--- config.mk ---
export PLATFORM = sky130hd
export DESIGN_NAME = mem_port_arbiter_flat
export DESIGN_NICKNAME = d
export VERILOG_FILES = /design/src/rtl/mem_arb_pkg.sv /design/src/rtl/mem_port_arbiter_if.sv /design/src/rtl/rr_pick2.sv /design/src/rtl/mem_port_arbiter.sv /design/src/flat_wrapper.sv
export SDC_FILE = /design/constraint.sdc
export NUM_CORES = 1
export LEC_CHECK = 0
export CAP_MARGIN = 20
export CORE_ASPECT_RATIO = 0.7
export CORE_UTILIZATION = 34
export DETAILED_ROUTE_END_ITERATION = 6
export GPL_ROUTABILITY_DRIVEN = 0
export PLACE_DENSITY = 0.77
export SYNTH_ARGS = -nofsm -noshare
export SYNTH_HDL_FRONTEND = slang
export SYNTH_SLANG_ARGS = --single-unit
export TNS_END_PERCENT = 5
--- constraint.sdc ---
create_clock -name clk -period 1.56 [get_ports clk]
set_input_delay 0.312 -clock clk [delete_from_list [all_inputs] [get_ports clk]]
set_output_delay 0.312 -clock clk [all_outputs]
set_load 0.01 [all_outputs]
--- src/rtl/mem_arb_pkg.sv ---
`default_nettype none
// ============================================================================
// mem_arb_pkg : state and owner types shared by mem_port_arbiter and rr_pick2
// Revision    : 1.0
// ============================================================================
package mem_arb_pkg;

  typedef enum logic [1:0] {IDLE, CMD, RESP} arb_state_t;
  typedef enum logic {OWN_I, OWN_D} arb_owner_t;

endpackage
`default_nettype wire

--- src/rtl/mem_port_arbiter_if.sv ---
`default_nettype none
// ============================================================================
// mem_port_arbiter_if : fetch port, data port and memory-side bus
// Revision            : 1.0
// ============================================================================
interface mem_port_arbiter_if #(
  parameter int ADDR_W = 32,
  parameter int DATA_W = 32
);

  logic              i_req;
  logic [ADDR_W-1:0] i_addr;
  logic              i_gnt;
  logic              i_rvalid;
  logic [DATA_W-1:0] i_rdata;
  logic              i_err;

  logic              d_req;
  logic              d_we;
  logic [ADDR_W-1:0] d_addr;
  logic [DATA_W-1:0] d_wdata;
  logic              d_gnt;
  logic              d_rvalid;
  logic [DATA_W-1:0] d_rdata;
  logic              d_err;

  logic              m_req;
  logic              m_we;
  logic [ADDR_W-1:0] m_addr;
  logic [DATA_W-1:0] m_wdata;
  logic              m_ready;
  logic              m_rvalid;
  logic [DATA_W-1:0] m_rdata;

  // Arbiter view
  modport slave (
    input  i_req, i_addr, d_req, d_we, d_addr, d_wdata, m_ready, m_rvalid, m_rdata,
    output i_gnt, i_rvalid, i_rdata, i_err, d_gnt, d_rvalid, d_rdata, d_err,
           m_req, m_we, m_addr, m_wdata
  );

  // Core and memory view
  modport master (
    output i_req, i_addr, d_req, d_we, d_addr, d_wdata, m_ready, m_rvalid, m_rdata,
    input  i_gnt, i_rvalid, i_rdata, i_err, d_gnt, d_rvalid, d_rdata, d_err,
           m_req, m_we, m_addr, m_wdata
  );

endinterface
`default_nettype wire

--- src/rtl/rr_pick2.sv ---
`default_nettype none
// ============================================================================
// rr_pick2 : two-way winner select, round-robin or data-priority with starvation override
// Revision : 1.0
// ============================================================================
module rr_pick2
  import mem_arb_pkg::*;
(
  input  wire logic       i_fetch_req,
  input  wire logic       i_data_req,
  input  wire arb_owner_t i_last,
  input  wire logic       i_fixed,
  input  wire logic       i_starved,
  output arb_owner_t      o_win
);

  always_comb begin
    o_win = OWN_I;
    if (i_data_req && !i_fetch_req) begin
      o_win = OWN_D;
    end else if (i_data_req && i_fetch_req) begin
      if (i_fixed) begin
        o_win = i_starved ? OWN_I : OWN_D;
      end else begin
        o_win = (i_last == OWN_D) ? OWN_I : OWN_D;
      end
    end
  end

endmodule
`default_nettype wire

--- src/rtl/mem_port_arbiter.sv ---
`default_nettype none
// ============================================================================
// mem_port_arbiter : shares one memory between fetch and data ports, one transaction in flight
// Revision         : 1.0
// ============================================================================
module mem_port_arbiter
  import mem_arb_pkg::*;
#(
  parameter int ADDR_W     = 32,
  parameter int DATA_W     = 32,
  parameter int FIXED_PRIO = 0,
  parameter int STARVE_MAX = 4,
  parameter int TIMEOUT    = 64
) (
  input wire logic          clk,
  input wire logic          reset_n,
  mem_port_arbiter_if.slave bus
);

  localparam int              TW           = $clog2(TIMEOUT);
  localparam int              SW           = $clog2(STARVE_MAX + 1);
  localparam logic [TW-1:0]   C_TMO_LAST   = TW'(TIMEOUT - 1);
  localparam logic [SW-1:0]   C_STARVE_MAX = SW'(STARVE_MAX);

  arb_state_t        r_state;
  arb_state_t        w_next;
  arb_owner_t        r_owner;
  arb_owner_t        r_last;
  arb_owner_t        w_win;
  logic [SW-1:0]     r_starve;
  logic [TW-1:0]     r_tmo;
  logic              r_cmd_we;
  logic [ADDR_W-1:0] r_cmd_addr;
  logic [DATA_W-1:0] r_cmd_wdata;
  logic              w_any;
  logic              w_grant;
  logic              w_tmo_hit;
  logic              w_done;
  logic [DATA_W-1:0] w_rsp_data;

  assign w_any     = bus.i_req | bus.d_req;
  assign w_grant   = (r_state == IDLE) && w_any;
  assign w_tmo_hit = (r_state == RESP) && (r_tmo == C_TMO_LAST);
  assign w_done    = (r_state == RESP) && (bus.m_rvalid || w_tmo_hit);

  rr_pick2 u_pick (
    .i_fetch_req (bus.i_req),
    .i_data_req  (bus.d_req),
    .i_last      (r_last),
    .i_fixed     (FIXED_PRIO != 0),
    .i_starved   (r_starve == C_STARVE_MAX),
    .o_win       (w_win)
  );

  always_ff @(posedge clk or negedge reset_n) begin
    if (!reset_n) begin
      r_state <= IDLE;
    end else begin
      r_state <= w_next;
    end
  end

  always_comb begin
    w_next = r_state;
    case (r_state)
      IDLE:    if (w_any)              w_next = CMD;
      CMD:     if (bus.m_ready)        w_next = RESP;
      RESP:    if (w_done)             w_next = IDLE;
      default:                         w_next = IDLE;
    endcase
  end

  // Grants are combinational, so they need explicit gating while reset is held
  always_comb begin
    bus.i_gnt    = 1'b0;
    bus.d_gnt    = 1'b0;
    bus.i_rvalid = 1'b0;
    bus.i_err    = 1'b0;
    bus.i_rdata  = '0;
    bus.d_rvalid = 1'b0;
    bus.d_err    = 1'b0;
    bus.d_rdata  = '0;
    bus.m_req    = 1'b0;
    bus.m_we     = 1'b0;
    bus.m_addr   = '0;
    bus.m_wdata  = '0;
    w_rsp_data   = (bus.m_rvalid && !r_cmd_we) ? bus.m_rdata : '0;
    case (r_state)
      IDLE: begin
        if (reset_n && w_any) begin
          bus.i_gnt = (w_win == OWN_I);
          bus.d_gnt = (w_win == OWN_D);
        end
      end
      CMD: begin
        bus.m_req   = 1'b1;
        bus.m_we    = r_cmd_we;
        bus.m_addr  = r_cmd_addr;
        bus.m_wdata = r_cmd_wdata;
      end
      RESP: begin
        if (w_done && (r_owner == OWN_I)) begin
          bus.i_rvalid = 1'b1;
          bus.i_err    = !bus.m_rvalid;
          bus.i_rdata  = w_rsp_data;
        end
        if (w_done && (r_owner == OWN_D)) begin
          bus.d_rvalid = 1'b1;
          bus.d_err    = !bus.m_rvalid;
          bus.d_rdata  = w_rsp_data;
        end
      end
      default: begin
      end
    endcase
  end

  always_ff @(posedge clk or negedge reset_n) begin
    if (!reset_n) begin
      r_owner     <= OWN_I;
      r_last      <= OWN_D;
      r_cmd_we    <= 1'b0;
      r_cmd_addr  <= '0;
      r_cmd_wdata <= '0;
    end else if (w_grant) begin
      r_owner     <= w_win;
      r_last      <= w_win;
      r_cmd_we    <= (w_win == OWN_D) && bus.d_we;
      r_cmd_addr  <= (w_win == OWN_D) ? bus.d_addr : bus.i_addr;
      r_cmd_wdata <= (w_win == OWN_D) ? bus.d_wdata : '0;
    end
  end

  // Counts data grants taken while fetch was also waiting
  always_ff @(posedge clk or negedge reset_n) begin
    if (!reset_n) begin
      r_starve <= '0;
    end else if (w_grant) begin
      if (w_win == OWN_I) begin
        r_starve <= '0;
      end else if (bus.i_req && (r_starve != C_STARVE_MAX)) begin
        r_starve <= r_starve + SW'(1);
      end
    end
  end

  always_ff @(posedge clk or negedge reset_n) begin
    if (!reset_n) begin
      r_tmo <= '0;
    end else if ((r_state == CMD) && bus.m_ready) begin
      r_tmo <= '0;
    end else if (r_state == RESP) begin
      r_tmo <= r_tmo + TW'(1);
    end
  end

endmodule
`default_nettype wire

--- src/flat_wrapper.sv ---
// flat-port wrapper written by rule: the top's interface ports become plain ports
module mem_port_arbiter_flat import mem_arb_pkg::*;
#(
  parameter int ADDR_W     = 32,
  parameter int DATA_W     = 32,
  parameter int FIXED_PRIO = 0,
  parameter int STARVE_MAX = 4,
  parameter int TIMEOUT    = 64
)
  (clk, reset_n, bus_i_req, bus_i_addr, bus_d_req, bus_d_we, bus_d_addr, bus_d_wdata, bus_m_ready, bus_m_rvalid, bus_m_rdata, bus_i_gnt, bus_i_rvalid, bus_i_rdata, bus_i_err, bus_d_gnt, bus_d_rvalid, bus_d_rdata, bus_d_err, bus_m_req, bus_m_we, bus_m_addr, bus_m_wdata);
  mem_port_arbiter_if #(.ADDR_W(ADDR_W), .DATA_W(DATA_W)) bus_i ();
  input wire logic clk;
  input wire logic reset_n;
  input wire logic [$bits(bus_i.i_req)-1:0] bus_i_req;
  input wire logic [$bits(bus_i.i_addr)-1:0] bus_i_addr;
  input wire logic [$bits(bus_i.d_req)-1:0] bus_d_req;
  input wire logic [$bits(bus_i.d_we)-1:0] bus_d_we;
  input wire logic [$bits(bus_i.d_addr)-1:0] bus_d_addr;
  input wire logic [$bits(bus_i.d_wdata)-1:0] bus_d_wdata;
  input wire logic [$bits(bus_i.m_ready)-1:0] bus_m_ready;
  input wire logic [$bits(bus_i.m_rvalid)-1:0] bus_m_rvalid;
  input wire logic [$bits(bus_i.m_rdata)-1:0] bus_m_rdata;
  output wire logic [$bits(bus_i.i_gnt)-1:0] bus_i_gnt;
  output wire logic [$bits(bus_i.i_rvalid)-1:0] bus_i_rvalid;
  output wire logic [$bits(bus_i.i_rdata)-1:0] bus_i_rdata;
  output wire logic [$bits(bus_i.i_err)-1:0] bus_i_err;
  output wire logic [$bits(bus_i.d_gnt)-1:0] bus_d_gnt;
  output wire logic [$bits(bus_i.d_rvalid)-1:0] bus_d_rvalid;
  output wire logic [$bits(bus_i.d_rdata)-1:0] bus_d_rdata;
  output wire logic [$bits(bus_i.d_err)-1:0] bus_d_err;
  output wire logic [$bits(bus_i.m_req)-1:0] bus_m_req;
  output wire logic [$bits(bus_i.m_we)-1:0] bus_m_we;
  output wire logic [$bits(bus_i.m_addr)-1:0] bus_m_addr;
  output wire logic [$bits(bus_i.m_wdata)-1:0] bus_m_wdata;
  assign bus_i.i_req = bus_i_req;
  assign bus_i.i_addr = bus_i_addr;
  assign bus_i.d_req = bus_d_req;
  assign bus_i.d_we = bus_d_we;
  assign bus_i.d_addr = bus_d_addr;
  assign bus_i.d_wdata = bus_d_wdata;
  assign bus_i.m_ready = bus_m_ready;
  assign bus_i.m_rvalid = bus_m_rvalid;
  assign bus_i.m_rdata = bus_m_rdata;
  assign bus_i_gnt = bus_i.i_gnt;
  assign bus_i_rvalid = bus_i.i_rvalid;
  assign bus_i_rdata = bus_i.i_rdata;
  assign bus_i_err = bus_i.i_err;
  assign bus_d_gnt = bus_i.d_gnt;
  assign bus_d_rvalid = bus_i.d_rvalid;
  assign bus_d_rdata = bus_i.d_rdata;
  assign bus_d_err = bus_i.d_err;
  assign bus_m_req = bus_i.m_req;
  assign bus_m_we = bus_i.m_we;
  assign bus_m_addr = bus_i.m_addr;
  assign bus_m_wdata = bus_i.m_wdata;
  mem_port_arbiter #(.ADDR_W(ADDR_W), .DATA_W(DATA_W), .FIXED_PRIO(FIXED_PRIO), .STARVE_MAX(STARVE_MAX), .TIMEOUT(TIMEOUT)) u_core (.clk(clk), .reset_n(reset_n), .bus(bus_i));
endmodule
-- Word level (Yosys, flattened, before mapping)
Cells that the tools add are included.
- register bits after elaboration: 75
- input bits: 135
- logic and storage cells: 67
- add/subtract/negate cells: 1
- equality and inequality tests: 6
- muxes and demuxes: 32
- bitwise operators: 3
- reductions and logical operators: 18
- operators with widths (kind ; count):
    32-bit two-way mux ; 9
    1-bit two-way mux ; 17
    6-bit two-way mux ; 2
    1-bit logical AND ; 11
    6-bit by 1-bit adder with 6-bit output, second input constant ; 1
    6-bit == test, second input constant ; 1
    2-bit two-way mux ; 3
    2-bit one-hot mux with 3 select lines ; 1
    2-bit by 1-bit inequality test with 1-bit output, second input constant ; 2
    1-bit logical NOT ; 3
    3-bit AND reduction ; 1
    2-bit by 1-bit == test with 1-bit output, second input constant ; 1
    2-bit == test, second input constant ; 1
    2-bit logical NOT ; 1
    2-bit inequality test, second input constant ; 1
    1-bit NOT ; 2
    2-bit nonzero test ; 1
    1-bit logical OR ; 1
    1-bit bitwise OR ; 1

-- Depth between registers and ports, before layout
Gate-level depths: netlist of the first run.
- depth in word-level cells: 7
- mapped depth: 5

-- By module
A second synthesis of the first run with hierarchy kept.
- cells, all modules: 499
- area, all modules: 4565.6 um^2
- modules (own cells, without submodules) (module ; instances ; cells each ; area each (um^2) ; sequential area each (um^2)):
    mem_port_arbiter ; 1 ; 497 ; 4539.4 ; 1953.1
    rr_pick2 ; 1 ; 2 ; 26.3 ; 0.0

-- Worst setup path after synthesis of the first run
Ideal clock, no wire load.
- kind: register -> output
- start point: register u_core.r_state[1]
- end point: output port bus_m_wdata[10]
- arrival: 1325 ps
- path slack: -77 ps
- cell stages (with the launch flop): 5
- path through: dfrtp_1 > and2b_1 > clkbuf_1 > clkbuf_1 > and2_1
- longest elaborated chain between the ends: 2
- ends and longest elaborated chain (item ; RTL line ; RTL):
    start: declaration ; mem_port_arbiter.sv:25 ; arb_state_t r_state;
    start signal: assignment ; mem_port_arbiter.sv:59 ; r_state <= w_next;
    2-bit by 1-bit == test with 1-bit output ; mem_port_arbiter.sv:88 ; case (r_state)
    32-bit two-way mux ; mem_port_arbiter.sv:88 ;
    end: declaration ; flat_wrapper.sv:34 ; output wire logic [$bits(bus_i.m_wdata)-1:0] bus_m_wdata;
Every way passes these cells.

-- Final worst setup path of the first run
- start point: register u_core.r_state[0]
- end point: output port bus_m_addr[24]
- longest elaborated chain between the ends: 2
- ends and longest elaborated chain (item ; RTL line ; RTL):
    2-bit by 1-bit == test with 1-bit output ; mem_port_arbiter.sv:88 ;
    32-bit two-way mux ; mem_port_arbiter.sv:88 ;
    end: declaration ; flat_wrapper.sv:33 ; output wire logic [$bits(bus_i.m_addr)-1:0] bus_m_addr;
Every way passes these cells.

==> key figures, run 1 <==
Outcome
  – Outcome: finished, violations left
  – Failing checks: setup timing

Clock network
  – Clk_lat worst skew: 0.33 ns
  – CTS Buffer Depth: 2
  – Clk slew on worst S/H paths: 0.06 ns
  – H-tree levels: 3
  – Clock buffer count from CTS: 9
  – # clock sinks: 75
  – CTS root buf: clkbuf_16
  – CTS tree: done

Worst setup path
  – CP max stage cell: dfrtp_2
  – Worst Path Max Fanout: 23
  – Top delay family on crit path: buffers and inverters
  – Reg2reg setup slack: -0.23 ns
  – CP max stage delay: 0.43 ns
  – Startpoint class of the critical path: register
  – CP Buf/Inv Count: 4
  – CP arrival: 1.64 ns
  – Crit-path most repeated cell: buf_12
  – Cell Chain, Critical Path: buf_6 -> and2b_4 -> buf_12 -> buf_12 -> and2_1 -> buf_2
  – CP Class: reg2out
  – Crit path capture type: primary output
  – Required time of the critical path: 1.25 ns

Drt
  – Vias post-DR: 3947
  – Drt via density: 4.73
  – Routed Antenna Nets: 0
  – # DRC: 0
  – Initial DRC Count: 119
  – First-pass detailed-route iteration total: 4
  – Routed WL: 14200 um
  – WL per Instance: 17.0 um

Layout
  – Share of cells above drive strength 1: 47.6%
  – Ant. Diodes: 0
  – Design area: 7680 um2
  – Most common cell after layout, fill and taps aside: clkdlybuf4s50_1
  – Nets: 809
  – Final Util: 64.1%
  – Layout Area Growth over Synthesis: 80.2%
  – Most frequent cells in the layout: clkdlybuf4s50_1, buf_2, and2_1

Pwr
  – Combinational fraction of design power: 53.9%
  – Switching share of power: 33.4%
  – LEAKAGE: 3.77 nW
  – Worst vdd ir: 0.000808 V
  – Power density cells: 1560 nW/um2
  – Internal power component: 7.95 mW
  – Flop pwr share: 28.7%
  – Switching power: 3.99 mW
  – Clock Power Share: 17.5%

GRT
  – Global-route wire length before repair: 21200 um
  – Largest net degree at the start of global routing: 64
  – GRT overflow: 0
  – Vias in the first global route: 4004
  – Initial antenna violation count: 1
  – GRT Util Overall: 21.7%

Flow run
  – Max cap viols: 0

Die
  – Number of core rows: 33
  – Die area: 13000 um2
  – Initial core utilization: 35.6%
  – Die Width: 136 um
  – Total core area: 12000 um2
  – I/O pins: 271
  – Die Ht: 95.7 um

STA
  – Final WS setup: -0.395 ns
  – Setup violators final: 168
  – Final Cycle Share: 125%
  – Fin. max-slew vios: 0
  – Worst slew margin: 47.2%
  – RSZ-0062 raised after global routing: yes
  – Min Tclk post-route: 1.96 ns
  – Fmax: 511 MHz
  – Final Hold Vio Count: 0
  – Worst-case clock skew: 0.00585 ns
  – Least-Margin Pin Slew: 0.793 ns

Logic synthesis
  – Synthesized netlist cell count: 378
  – Mapped Nets: 514
  – Syn. warnings: 0
  – Syn Std Cell Area: 4260 um2
  – Seq/Total Area, Yosys: 44.1%
  – Seq cells post-synth: 75
  – Syn_area_per_cell: 11.3 um2
  – Unique masters post-synth: 34

Hold path
  – Tightest Hold Check Type: in2async

Placement
  – HPWL after detailed placement: 10200 um
  – IO Port Bufs: 270
  – Dpl cell area: 7340 um2
-- through the flow --
step	hold WS [ns]	power (mW)	std cells	setup TNS (ns)	setup WS [ns]
floorplan	0.0164	6.32	378	-0.542	-0.0204
global placement	0.278	9.15	807	-96.04	-0.790
detailed placement	0.286	9.30	807	-98.80	-0.805
CTS	0.222	11.3	838	-61.27	-0.492
global route	0.272	12.7	835	-62.33	-0.438
finish	0.196	11.9	835	-52.83	-0.395
-- power by group through the flow --
stage                     registers [mW]  clock network (mW)  logic (mW)
final                               3.43                2.09        6.43
after global routing                3.54                2.22        6.89
after CTS                           3.37                2.14        5.80
after detailed placement            3.38                   0        5.92
after global placement              3.35                   0        5.80
after floorplan                     3.26                   0        3.07
-- final timing paths --
path / from / endpoint / depth (start not counted)
max: u_core.r_state[0] / bus_m_addr[24] / 6
min: reset_n / u_core.r_cmd_wdata[0] / 2
max reg2reg: u_core.r_last / u_core.r_cmd_addr[1] / 5
min reg2reg: u_core.r_cmd_addr[16] / u_core.r_cmd_addr[16] / 1
max in group asynchronous: reset_n / u_core.r_last / 3
min in group clk: u_core.r_cmd_addr[16] / u_core.r_cmd_addr[16] / 1
-- sequential cells by signal (all words and copies together) (netlist names) --
name,cells
u_core.r_owner,1
u_core.r_state,2
u_core.r_tmo,6
u_core.r_cmd_we,1
u_core.r_last,1
u_core.r_cmd_addr,32
u_core.r_cmd_wdata,32
-- timing repair --
item / 4_1_cts / 5_1_grt
resized for setup: 586 / 100
hold buffers: 1 / 0
setup buffers: 10 / 2
hold endpoints to repair: 11 / 0
setup endpoints to repair: 168 / 201
gates cloned: 4 / 0
pin swaps: 24 / 41
-- metal layers --
layer | routed length [um] | global-route usage, % | vias to the layer above | part of all wire [%]
met5 | 13 | 0 | - | 0.091
met4 | 135 | 6.46 | 2 | 0.95
met3 | 939 | 5.48 | 12 | 6.6
met2 | 7330 | 38.7 | 148 | 52
met1 | 5790 | 25.8 | 1896 | 41
li1 | - | - | 1889 | -
-- cell usage after synthesis --
master	count	area (um2)
and2_1	130	813
dfrtp_1	74	1850
mux2_2	35	394
a22o_1	34	298
mux2_4	29	435
clkbuf_1	16	60.1
buf_2	8	40.0
nand2_1	8	30.0
buf_6	4	45.0
nand3_1	4	20.0
nand2b_1	3	18.8
nor2_1	3	11.3
a21o_1	2	15.0
a21oi_1	2	10.0
and3_1	2	12.5
mux2i_1	2	20.0
nand3b_1	2	15.0
nor4_1	2	12.5
o21a_1	2	15.0
o21ai_0	2	10.0
a21bo_1	1	10.0
a31oi_1	1	6.26
and2b_1	1	7.51
and4_1	1	8.76
dfstp_2	1	26.3
ha_1	1	12.5
inv_1	1	3.75
nand4_1	1	6.26
nor2b_1	1	6.26
nor3_1	1	5.00
nor3_2	1	10.0
nor3_4	1	16.3
o21ai_1	1	5.00
xor2_1	1	8.76
-- worst register-to-register path, stage by stage (launching register included) --
cell	delay, ns
dfstp_2	0.55
a21bo_4	0.15
buf_6	0.11
buf_16	0.23
mux2_2	0.39
mux2_2	0.26
-- kinds of logic after synthesis --
group / count (synthesis) / share of synthesized area [%]
compound gates: 45 / 8.66
xor+xnor: 1 / 0.206
fa+ha+maj: 1 / 0.294
buf+inv: 29 / 3.49
flops: 75 / 44.1
mux: 66 / 19.9
simple gates: 161 / 23.3
-- final cells by class --
| cell class | count | area (um2) |
|---|---|---|
| Timing Repair Buffer | 312 | 2840 |
| Multi-Input combinational cell | 274 | 2460 |
| Clock buffer | 10 | 229 |
| Inverter | 1 | 3.75 |
| Fill cell | 933 | 4300 |
| Tap cell | 157 | 196 |
| Clock inverter | 6 | 73.8 |
| Sequential cell | 75 | 1880 |
No activity file was read; power rests on OpenSTA's default activity.
==> inputs of run 2 (changes only) <==
--- a/config.mk
+++ b/config.mk
@@ -5,12 +5,14 @@
 export SDC_FILE = /design/constraint.sdc
 export NUM_CORES = 1
 export LEC_CHECK = 0
+export ABC_AREA = 1
 export CAP_MARGIN = 20
 export CORE_ASPECT_RATIO = 0.7
-export CORE_UTILIZATION = 34
+export CORE_MARGIN = 4
+export CORE_UTILIZATION = 33
 export DETAILED_ROUTE_END_ITERATION = 6
 export GPL_ROUTABILITY_DRIVEN = 0
-export PLACE_DENSITY = 0.77
+export PLACE_DENSITY = 0.75
 export SYNTH_ARGS = -nofsm -noshare
 export SYNTH_HDL_FRONTEND = slang
 export SYNTH_SLANG_ARGS = --single-unit
==> key figures, run 2 <==
Die
  – Die area: 14700 um2 (+13%)
  – Initial core utilization: 33.8% (-1.8 points)
  – I/O pins: 271 (unchanged)
  – Number of core rows: 34 (+3.0%)
  – Total core area: 12500 um2 (+4.1%)
  – Die Width: 143 um (+5.4%)
  – Die Ht: 103 um (+7.2%)

Drt
  – Vias post-DR: 4861 (+23%)
  – First-pass detailed-route iteration total: 4 (unchanged)
  – Routed WL: 16300 um (+15%)
  – Drt via density: 4.59 (-3.0%)
  – # DRC: 0 (unchanged)
  – Initial DRC Count: 207 (+74%)
  – WL per Instance: 15.4 um (-9.7%)
  – Routed Antenna Nets: 0 (unchanged)

Layout
  – Multi-input logic area: 2080 um2 (-15%)
  – FILL cells: 1153 (+24%)
  – Most common cell after layout, fill and taps aside: clkdlybuf4s50_1
  – Share of cells above drive strength 1: 32.2% (-15 points)
  – Reg area: 1880 um2 (-0.13%)
  – Cell Count, Final, Fillers Out: 1060 (+27%)
  – Biggest regs: u_core.r_cmd_addr x32, u_core.r_cmd_wdata x32, u_core.r_tmo x6
  – Ant. Diodes: 0 (unchanged)
  – Final Util: 61.2% (-2.9 points)
  – Most frequent cells in the layout: clkdlybuf4s50_1, nor2_1, buf_2
  – Nets: 1030 (+27%)
  – Layout Area Growth over Synthesis: 80.9%

Worst setup path
  – Worst Path Max Fanout: 8 (-65%)
  – CP Buf/Inv Count: 4 (unchanged)
  – CP arrival: 1.80 ns (+0.16 ns)
  – Worst reg2reg path startpoint: u_core.r_state[1]
  – Required time of the critical path: 1.25 ns (about the same)
  – CP max stage cell: dfrtp_1
  – CP Class: reg2out
  – Cell Chain, Critical Path: ha_4 -> nand3_4 -> clkinv_4 -> nand2_4 -> nand2_4 -> nand3_4 -> buf_12 -> buf_12 -> nor2_4 -> buf_6
  – CP max stage delay: 0.39 ns (-0.04 ns)
  – Startpoint class of the critical path: register
  – Top delay family on crit path: buffers and inverters
  – CP startpoint: u_core.r_tmo[0]
  – Crit path capture type: primary output

Clock network
  – Clk slew on worst S/H paths: 0.06 ns (about the same)
  – Clk_lat worst skew: 0.32 ns (about the same)
  – CTS tree: done
  – CTS root buf: clkbuf_16
  – Clock buffer count from CTS: 9 (unchanged)
  – H-tree levels: 3 (unchanged)
  – # clock sinks: 75 (unchanged)
  – CTS Buffer Depth: 2 (unchanged)
  – Hold_buf cts: 0 (-1)

Logic synthesis
  – Mapped Nets: 741 (+44%)
  – Unique masters post-synth: 24 (-29%)
  – Syn Std Cell Area: 4220 um2 (-1.1%)
  – Asr flop ratio synth: 100% (unchanged)
  – Synth top cells by count: nor2_1, nand2_1, inv_1, dfrtp_1, o21ai_0
  – Top FF cell, synth: dfrtp_1
  – Number of synthesized flops with an enable pin: 0 (unchanged)
  – Share of the synthesized area in the top cell type: 43.9% (+0.46 points)
  – Seq cells post-synth: 75 (unchanged)
  – Area leader, netlist: dfrtp_1
  – Synth top area cells: dfrtp_1, nor2_1, o21ai_0
  – Synthesized netlist cell count: 605 (+60%)
  – Syn_area_per_cell: 6.97 um2 (-38%)
  – Syn. warnings: 0 (unchanged)
  – Seq/Total Area, Yosys: 44.6% (+0.47 points)
  – Top-count cell post-synth: nor2_1

STA
  – Final WS setup: -0.552 ns (-0.157 ns)
  – Final Hold Vio Count: 0 (unchanged)
  – Min Tclk post-route: 2.11 ns (+0.157 ns)
  – Worst slew margin: 36.6% (-11 points)
  – RSZ-0062 raised after global routing: yes
  – Fin. max-slew vios: 0 (unchanged)
  – Final Cycle Share: 135% (+10 points)
  – Fmax: 473 MHz (-7.4%)
  – Worst-case clock skew: 0.00454 ns (-0.00131 ns)
  – Setup violators final: 135 (-20%)
  – Least-Margin Pin Slew: 0.951 ns (+0.158 ns)

Pwr
  – LEAKAGE: 3.61 nW (-4.3%)
  – Worst vdd ir: 0.00115 V (+42%)
  – Power density cells: 1430 nW/um2 (-8.4%)

GRT
  – Largest net degree at the start of global routing: 76 (+19%)
  – Initial antenna violation count: 0 (-1)
  – Global-route wire length before repair: 23900 um (+13%)
  – GRT overflow: 0 (unchanged)
  – Vias in the first global route: 4604 (+15%)
  – GRT Util Overall: 20.4% (-1.3 points)

Placement
  – HPWL after detailed placement: 11100 um (+8.2%)
  – IO Port Bufs: 270 (unchanged)
  – Placed cell count: 1031 (+28%)

Outcome
  – Outcome: finished, violations left
  – Failing checks: setup timing

Flow run
  – Max cap viols: 0 (unchanged)

Hold path
  – Tightest Hold Check Type: in2async
## run 2: cell count changes in the layout (fill, tap and decap cells not counted), sizes merged, moves of 34 or more
cell,before,now
o21ai,3,102
and2,130,0
mux2,64,0
nand2,8,84
a22o,34,0
inv,3,81
nand3,4,41
nor2,3,173
## run 2: metal layers
| metal | vias up | GRT usage (%) | share of wire (%) |
|---|---|---|---|
| li1 | 2445 | - | - |
| met1 | 2250 | 28.2 | 45 |
| met2 | 145 | 31.9 | 47 |
| met3 | 21 | 5.70 | 6.5 |
| met4 | 0 | 5.19 | 1.6 |
| met5 | - | 0 | 0 |
## run 2: repair_timing
item                                    in CTS  in global routing
endpoints found under the setup margin     182                196
resized for setup                          567                 87
setup buffers                                8                  3
pin swaps                                    3                  6
gates cloned                                 2                  2
## run 2: area by class of cell
cell class              instances  share of cell area, %
clock buffers                  11                   3.31
clock inverters                 4                   1.28
inverters                      82                   4.13
multi-input cells             408                   27.2
flip-flops and latches         75                   24.6
well taps                     162                   2.66
repair buffers                318                   36.7
## run 2: metrics by stage
step	setup WS, ns	instance area (um2)	TNS [ns]	total power, mW	hold WS (ns)
after floorplan	-0.0332	4220	-1.62	5.86	0.0164
after global placement	-0.801	7220	-87.10	8.33	0.453
after CTS	-0.579	7320	-48.36	10.7	0.290
after detailed placement	-0.827	7220	-91.26	8.42	0.456
final	-0.552	7630	-46.42	10.9	0.245
after global routing	-0.661	7630	-59.58	11.7	0.333
## run 2: worst reg2reg max path, delay by kind of cell (launching register included)
kind            cells  cell delay (ns)
compound gates      2             0.33
buf+inv             3             0.43
flops               1             0.40
simple gates        2             0.21
## run 2: path summary, 6_finish.rpt
check / endpoint / slack, ns / cells past startpoint
setup reg to reg: u_core.r_cmd_addr[0] / 0.09 / 7
hold reg to reg: u_core.r_last / 0.47 / 2
max in group asynchronous: u_core.r_tmo[5] / 0.71 / 2
min in group clk: u_core.r_last / 0.47 / 2
setup / recovery: bus_i_rdata[19] / -0.55 / 10
hold / removal: u_core.r_cmd_addr[0] / 0.25 / 2
## run 2: logic make-up after synthesis
| kind of cell | count (synthesis) | synth area share, % |
|---|---|---|
| AND/OR/NAND/NOR | 304 | 30.2 |
| adder cells (fa/ha/maj) | 1 | 0.297 |
| buffers and inverters | 122 | 12.7 |
| flip-flops | 75 | 44.6 |
| AO/OA/AOI/OAI | 103 | 12.2 |
## run 2: power breakdown
group / switching (mW) / leakage (nW) / internal, mW
Sequential: 0.342 / 0.953 / 2.73
Clock: 0.772 / 0.168 / 1.64
Combinational: 3.17 / 2.49 / 2.22
Total: 4.28 / 3.61 / 6.59
